**config.mk**
```make
export PLATFORM = sky130hd
export DESIGN_NAME = agc_timepulse_gen
export DESIGN_NICKNAME = d
export VERILOG_FILES = /design/src/rtl/agc_timepulse_gen.sv
export SDC_FILE = /design/constraint.sdc
export NUM_CORES = 1
export LEC_CHECK = 0
export ABC_AREA = 1
export ABC_CLOCK_PERIOD_IN_PS = 1680
export CORE_UTILIZATION = 46
export CTS_CLUSTER_DIAMETER = 100
export DETAILED_ROUTE_END_ITERATION = 6
export GPL_ROUTABILITY_DRIVEN = 0
export MAX_ROUTING_LAYER = met4
export PLACE_DENSITY_LB_ADDON = 0.15
export SLEW_MARGIN = 10
export SYNTH_ARGS = -nofsm -noshare
export SYNTH_HDL_FRONTEND = slang
export SYNTH_SLANG_ARGS = --single-unit
```
**constraint.sdc**
```tcl
create_clock -name clk_i -period 1.68 [get_ports clk_i]
set_input_delay 0.336 -clock clk_i [delete_from_list [all_inputs] [get_ports clk_i]]
set_output_delay 0.336 -clock clk_i [all_outputs]
set_load 0.005 [all_outputs]
```
**src/rtl/agc_timepulse_gen.sv**
```systemverilog
// AGC master timing: 12-pulse MCT sequencer plus TIME1/TIME2/TIME3 real-time scaler.
// Define AGC_MCT_COUNTER_EN to add the free-running 32-bit mct_count_o output.
module agc_timepulse_gen #(
  parameter int CLK_DIV      = 1,
  parameter int MCT_PER_TICK = 8,
  parameter int TIMER_W      = 14
) (
  input  logic               clk_i,
  input  logic               reset_i,
  input  logic               run_i,
  input  logic               stall_i,
  input  logic               t3_wr_i,
  input  logic [TIMER_W-1:0] t3_wdata_i,
  input  logic               rupt_ack_i,
  output logic [11:0]        tp_o,
  output logic [3:0]         tp_index_o,
  output logic               mct_start_o,
  output logic               mct_done_o,
  output logic [TIMER_W-1:0] time1_o,
  output logic [TIMER_W-1:0] time2_o,
  output logic [TIMER_W-1:0] time3_o,
  output logic               t3rupt_req_o,
  output logic               running_o
`ifdef AGC_MCT_COUNTER_EN
  ,
  output logic [31:0]        mct_count_o
`endif
);

  localparam int SCL_W = (MCT_PER_TICK > 1) ? $clog2(MCT_PER_TICK) : 1;
  localparam logic [3:0]         DIV_LAST = 4'(CLK_DIV - 1);
  localparam logic [SCL_W-1:0]   SCL_LAST = SCL_W'(MCT_PER_TICK - 1);
  localparam logic [TIMER_W-1:0] T_MAX    = '1;

  // state | meaning: IDLE stopped | RUN sequencing T1..T12 | HOLD stalled at MCT boundary
  typedef enum logic [1:0] {S_IDLE, S_RUN, S_HOLD} state_e;

  state_e             state_q, state_d;
  logic [3:0]         div_q, div_d;
  logic [3:0]         idx_q, idx_d;
  logic [SCL_W-1:0]   scl_q, scl_d;
  logic [TIMER_W-1:0] time1_q, time1_d;
  logic [TIMER_W-1:0] time2_q, time2_d;
  logic [TIMER_W-1:0] time3_q, time3_d;
  logic               req_q, req_d;
  logic               running, mct_done, tick, t3_ovf;

  assign running  = (state_q == S_RUN);
  assign mct_done = running && (idx_q == 4'd12) && (div_q == 4'd0);
  assign tick     = mct_done && (scl_q == SCL_LAST);
  assign t3_ovf   = tick && !t3_wr_i && (time3_q == T_MAX);

  always_ff @(posedge clk_i) begin
    if (reset_i) begin
      state_q <= S_IDLE;
      div_q   <= '0;
      idx_q   <= '0;
      scl_q   <= '0;
      time1_q <= '0;
      time2_q <= '0;
      time3_q <= '0;
      req_q   <= 1'b0;
    end else begin
      state_q <= state_d;
      div_q   <= div_d;
      idx_q   <= idx_d;
      scl_q   <= scl_d;
      time1_q <= time1_d;
      time2_q <= time2_d;
      time3_q <= time3_d;
      req_q   <= req_d;
    end
  end

  // Divider is a down-counter; a timepulse ends when it reaches zero.
  always_comb begin
    state_d = state_q;
    div_d   = div_q;
    idx_d   = idx_q;
    case (state_q)
      S_IDLE: begin
        if (run_i) begin
          state_d = S_RUN;
          idx_d   = 4'd1;
          div_d   = DIV_LAST;
        end
      end
      S_RUN: begin
        if (div_q != 4'd0) begin
          div_d = div_q - 4'd1;
        end else if (idx_q != 4'd12) begin
          idx_d = idx_q + 4'd1;
          div_d = DIV_LAST;
        end else if (!run_i) begin
          state_d = S_IDLE;
          idx_d   = 4'd0;
        end else if (stall_i) begin
          state_d = S_HOLD;
          idx_d   = 4'd0;
        end else begin
          idx_d = 4'd1;
          div_d = DIV_LAST;
        end
      end
      S_HOLD: begin
        if (!run_i) begin
          state_d = S_IDLE;
        end else if (!stall_i) begin
          state_d = S_RUN;
          idx_d   = 4'd1;
          div_d   = DIV_LAST;
        end
      end
      default: begin
        state_d = S_IDLE;
        idx_d   = 4'd0;
        div_d   = 4'd0;
      end
    endcase
  end

  // A TIME3 load wins over a same-cycle tick, so no overflow is possible then.
  always_comb begin
    scl_d   = scl_q;
    time1_d = time1_q;
    time2_d = time2_q;
    time3_d = time3_q;
    if (mct_done) scl_d = tick ? '0 : scl_q + SCL_W'(1);
    if (tick) begin
      time1_d = time1_q + TIMER_W'(1);
      if (time1_q == T_MAX) time2_d = time2_q + TIMER_W'(1);
    end
    if (t3_wr_i)   time3_d = t3_wdata_i;
    else if (tick) time3_d = time3_q + TIMER_W'(1);
    req_d = t3_ovf | (req_q & ~rupt_ack_i);
  end

  assign tp_o         = running ? (12'd1 << (idx_q - 4'd1)) : 12'd0;
  assign tp_index_o   = idx_q;
  assign mct_start_o  = running && (idx_q == 4'd1) && (div_q == DIV_LAST);
  assign mct_done_o   = mct_done;
  assign time1_o      = time1_q;
  assign time2_o      = time2_q;
  assign time3_o      = time3_q;
  assign t3rupt_req_o = req_q;
  assign running_o    = running;

`ifdef AGC_MCT_COUNTER_EN
  logic [31:0] mct_count_q;
  always_ff @(posedge clk_i) begin
    if (reset_i)       mct_count_q <= '0;
    else if (mct_done) mct_count_q <= mct_count_q + 32'd1;
  end
  assign mct_count_o = mct_count_q;
`endif

endmodule
```
==> qor.yml, run 1 <==
ctsRootBufferMaster: "clkbuf_8"
relSlewSlack_pct: 72.1
tightestPinTransition_ns: 0.417
crit_slowest_cell: "dfxtp_2"
place_hpwl_um: 7090
synth_largest_area_cell: "dfxtp_1"
crit_family: "buffers and inverters"
track_usage_pct: 27.4
cp.arrival_ns: 1.64
path_class: "reg2out"
failed_checks: "setup timing"
setup_viol_count_final: 53
antenna_left: 0
synth.avg_cell_area_um2: 6.26
p_comb_share_pct: 45.3
cts_buffer_depth: 2
fin_ws_ns: -0.294
cts.clk_slew.worst_paths_ns: 0.10
p_leak_nw: 2.50
cpMostUsedCell: "buf_4"
startpoint_type: "flop"
start_util_pct: 47.7
fin_crit_sh_pct: 117
wl_per_cell_um: 14.0
antenna_found_initial: 0
synth_top_cells_by_count: "198 x nand2_1, 84 x nor2_1, 57 x inv_1, 56 x dfxtp_1, 39 x a21oi_1"
numCtsBuffers: 5
io_pins: 82
period_minus_slack_ns: 1.97
h-tree-depth: 2
core_area_um2: 7730
synthArstFlopShare_pct: 0
viasPerCell: 5.19
fp.dieH_um: 91.5
hold_viol: 0
syn_area_um2: 3680
port_buffers: 81
status: "complete, but fails checks"
synthTopCellsByArea: "dfxtp_1 30%, nand2_1 20%, nor2_1 8.6%"
clock_power_share_pct: 21.1
synth_warnings: 0
fillers: 530
finalClockSkew_ns: 0.00462
drtIter0Drc: 145
ys.flop_type: "dfxtp_1"
grt_pass1_vias: 4073
area_delta_synth_final_pct: 63.9
diodes: 0
wl_um: 11800
switching_share_pct: 35.7
path_cells: "buf_6 -> nor2_4 -> nand2_2 -> xor2_2 -> buf_4 -> buf_4 -> nor2_1 -> buf_2"
synth_top_area_share_pct: 30.4
yosysUniqueCellTypes: 28
placementRows: 32
die_area_um2: 8370
syn_nets: 625
layout-drive-gt1-share_pct: 36.5
grt_max_degree: 25
dieWidth_um: 91.5
synth-edff-count: 0
vias: 4381
power_density_nw_per_um2: 716
grt_overflow: 0
slowest_delay_ns: 0.35
total_power_mw: 4.32
worstSetupEndpointType: "output port"
p_int_mw: 2.78
drcViolationCount: 0
tritoncts: "yes"
pwr-share-seq_pct: 33.6
dr.pass1.iters: 4
synth-seq-cells: 56
syn_inst: 588
rsz0062_at_grt: "true"
grt_first_pass_wirelength_um: 18200
max_cap_violations: 0
required_ns: 1.34
clk_latency_ns: 0.32
max_freq_mhz: 507
crit_buf_inv: 4
cts.sinks: 56
ys_seq_area_share_pct: 30.4
timing.hold.ws_ns: 0.471
worst-path-max-fanout: 4
vdd_drop_max_uv: 384
p_switching_mw: 1.54
drv_slew: 0
min-delay-path-class: "reg2reg"
multi_input_area_um2: 2890
synth_most_common_cell: "nand2_1"
final-seq-area_um2: 1160
finalNetCount: 778
-- power groups by stage --
stage	sequential (mW)	combinational (mW)	clock (mW)
2_1_floorplan	1.48	0.624	0
3_3_place_gp	1.45	1.23	0
3_5_place_dp	1.46	1.24	0
4_1_cts	1.44	1.66	0.926
5_1_grt	1.46	2.09	0.982
6_report	1.45	1.96	0.912
-- state kept, by name, summed over array words and instances (netlist names) --
name / count
div_q: 4
scl_q: 3
state_q: 2
t3rupt_req_o: 1
time1_o: 14
time2_o: 14
time3_o: 14
tp_index_o: 4
-- worst reg2reg max path: cells and delay by family, from the launching register on --
kind | cells | cell delay (ns)
compound gates | 1 | 0.06
flops | 1 | 0.35
buf+inv | 5 | 0.60
simple gates | 6 | 0.54
fa+ha+maj | 1 | 0.15
-- through the flow --
stage | cells | setup WS, ns | instance area (um2) | utilization, % | TNS (ns)
2_1_floorplan | 588 | 0.0201 | 3680 | - | 0
3_3_place_gp | 808 | -0.219 | 4940 | 64.0 | -2.73
3_5_place_dp | 808 | -0.272 | 4940 | 64.0 | -3.72
4_1_cts | 844 | -0.305 | 5700 | 73.7 | -7.74
5_1_grt | 844 | -0.373 | 6040 | 78.1 | -10.55
6_report | 844 | -0.294 | 6040 | 78.1 | -5.70
-- kinds of logic after synthesis --
| family | Yosys count | synth area share, % |
|---|---|---|
| xor+xnor | 20 | 4.76 |
| buf+inv | 74 | 8.59 |
| fa+ha+maj | 17 | 5.77 |
| flops | 56 | 30.4 |
| simple gates | 354 | 40.8 |
| compound gates | 67 | 9.68 |
-- per-layer routing --
layer  wire (um)  vias up  global-route usage [%]
li1            -     2174                       -
met4         295        0                    10.1
met5           0        -                       -
met2        6090      126                    47.2
met3         525       34                    4.77
met1        4870     2047                    31.7
-- cells in the final DEF, fill, tap and decap left out, types with 3 or more instances in the layout --
master	netlist	routed
ha_1	17	12
buf_4	2	49
a21oi_2	3	25
buf_2	1	13
clkdlybuf4s50_1	0	62
nand2_2	3	26
xor2_1	13	11
nor2_2	1	7
dfxtp_1	56	26
inv_1	57	49
xnor2_1	7	6
ha_4	0	3
o21ai_2	0	7
nand4_1	15	15
nand3_1	37	24
o21ai_0	22	14
inv_2	1	6
buf_12	0	4
nand3_2	3	11
nand2_4	1	22
dfxtp_2	0	29
dlygate4sd2_1	0	4
nor2_1	84	70
nor3_2	1	3
a21oi_1	39	17
buf_6	4	23
nor2_4	5	13
nand2_1	198	153
nand3_4	0	5
clkbuf_8	0	5
-- timing repair --
action	4_1_cts	5_1_grt
resized for setup	184	119
hold buffers	0	0
buffers inserted	27	5
setup endpoints to repair	44	81
pin swaps	39	44
gates cloned	5	0
-- area by class of cell --
class	count	share of cell area, %
clock buffers	6	1.20
clock inverters	2	0.580
inverters	59	3.83
multi-input cells	459	47.8
flip-flops and latches	56	19.2
well taps	102	2.11
repair buffers	160	25.2
-- path summary, 6_finish.rpt --
check	from	to	slack [ns]	cells past startpoint
hold / removal	div_q[1]	div_q[1]	0.47	2
hold reg to reg	div_q[1]	div_q[1]	0.47	2
setup / recovery	tp_index_o[0]	tp_o[8]	-0.29	8
setup reg to reg	tp_index_o[0]	time3_o[8]	-0.12	13
Power figures use the tool's default switching activity.
==> run 2: changes to the inputs <==
Settings changed: CTS_CLUSTER_DIAMETER 100 to 40.
==> results of run 2 <==
No change in the layout: final DEF, timing and power equal those of run 1.
==> run 3: changes to the inputs <==
Settings changed: SKIP_CTS_REPAIR_TIMING from default to 1.
==> qor.yml, run 3 (synthesis gave the netlist of run 1 again) <==
status: "complete, but fails checks"
failed_checks: "setup timing"
p_int_mw: 2.61
dpl.cell_count: 808
switching_share_pct: 34.1
cts.clk_slew.worst_paths_ns: 0.10
tightestPinTransition_ns: 0.420
fin_cells: 829
path_class: "reg2out"
diodes: 0
finalNetCount: 763
worstSetupEndpointType: "output port"
p_switching_mw: 1.35
fin_ws_ns: -0.325
rsz0062_at_grt: "true"
stdcell_area_um2: 5430
period_minus_slack_ns: 2.01
io_pins: 82
finalClockSkew_ns: 0.00612
antenna_left: 0
grt_max_degree: 25
min-delay-path-class: "reg2reg"
power_density_nw_per_um2: 731
wl_per_cell_um: 12.2
layout_common_cells: "194 x nand2_1, 75 x nor2_1, 64 x clkdlybuf4s50_1"
grt_overflow: 0
max_freq_mhz: 499
clock_power_share_pct: 22.6
timing.hold.ws_ns: 0.471
vdd_drop_max_uv: 338
p_comb_share_pct: 41.0
place_hpwl_um: 7090
placed_cell_area_um2: 4940
fin_crit_sh_pct: 119
ctsRootBufferMaster: "clkbuf_8"
grt_pass1_vias: 3601
crit_path_start: "tp_index_o[0]"
grt_first_pass_wirelength_um: 15600
cp.arrival_ns: 1.67
drtIter0Drc: 122
setup_viol_count_final: 55
worst-path-max-fanout: 4
total_power_mw: 3.97
required_ns: 1.34
drcViolationCount: 0
startpoint_type: "flop"
drv_slew: 0
max_cap_violations: 0
reg2reg_slack_ns: -0.16
cts.sinks: 56
cts_buffer_depth: 2
port_buffers: 81
fp.dieH_um: 91.5
viasPerCell: 4.98
wl_um: 10100
reg2reg_depth: 11
dieWidth_um: 91.5
area_delta_synth_final_pct: 47.4
final_common_cell: "nand2_1"
dr.pass1.iters: 5
antenna_found_initial: 0
core_area_um2: 7730
numCtsBuffers: 5
p_leak_nw: 2.32
placementRows: 32
start_util_pct: 47.7
place_worst_setup_slack_ns: -0.272
layout-drive-gt1-share_pct: 20.2
relSlewSlack_pct: 72.0
tritoncts: "yes"
track_usage_pct: 23.1
clk_latency_ns: 0.31
timing.rr.start: "tp_index_o[0]"
r2r_end: "time1_o[0]"
h-tree-depth: 2
die_area_um2: 8370
vias: 4125
endpoint: "tp_o[4]"
hold_viol: 0
pwr-share-seq_pct: 36.4
==> run 3: changes by cell type in the layout (fill, tap and decap cells not counted), sizes merged <==
cell	before	now
clkdlybuf4s50	62	64
dlymetal6s2s	1	9
buf	92	67
clkbuf	7	11
dlygate4sd2	4	0
==> run 3: power groups by stage <==
stage | Clock, mW | Combinational, mW | Sequential [mW]
after global routing | 0.981 | 1.78 | 1.45
after global placement | 0 | 1.23 | 1.45
after floorplan | 0 | 0.624 | 1.48
final | 0.896 | 1.63 | 1.44
after CTS | 0.926 | 1.25 | 1.43
after detailed placement | 0 | 1.24 | 1.46
==> run 3: per-stage QoR <==
step	util (%)	setup TNS [ns]
2_1_floorplan	-	0
3_3_place_gp	64.0	-2.73
3_5_place_dp	64.0	-3.72
4_1_cts	65.3	-9.56
5_1_grt	70.2	-12.87
6_report	70.2	-6.29
==> run 3: layout make-up <==
type	instances	area (um2)
clock buffers	6	72.6
clock inverters	2	35.0
fillers	635	2300
inverters	59	221
multi-input cells	459	2460
flip-flops and latches	56	1150
well taps	102	128
repair buffers	145	1370
==> run 3: routing by layer <==
layer	routed length, um	vias up	global-route usage (%)
met1	4560	1862	29.2
met3	486	12	3.52
met2	4910	113	38.5
li1	-	2138	-
met4	122	0	5.95
met5	0	-	-
==> run 3: how the worst min path moves through the flow <==
| stage | startpoint | endpoint | slack [ns] | cells past startpoint |
|---|---|---|---|---|
| after CTS | div_q[1] | div_q[1] | 0.47 | 2 |
| after global placement | div_q[1] | div_q[1] | 0.45 | 2 |
| after detailed placement | t3rupt_req_o | t3rupt_req_o | 0.46 | 2 |
| final | t3rupt_req_o | t3rupt_req_o | 0.47 | 2 |
| after global routing | div_q[1] | div_q[1] | 0.50 | 2 |
| after floorplan | div_q[1] | div_q[1] | 0.44 | 2 |
==> run 3: critical path, cell delays in order, from the launching register on <==
cell     delay (ns)
dfxtp_2        0.35
buf_6          0.12
nor2_4         0.08
nand2_2        0.07
xor2_2         0.20
buf_4          0.16
nand2_4        0.06
buf_6          0.12
nor2_1         0.08
buf_2          0.11
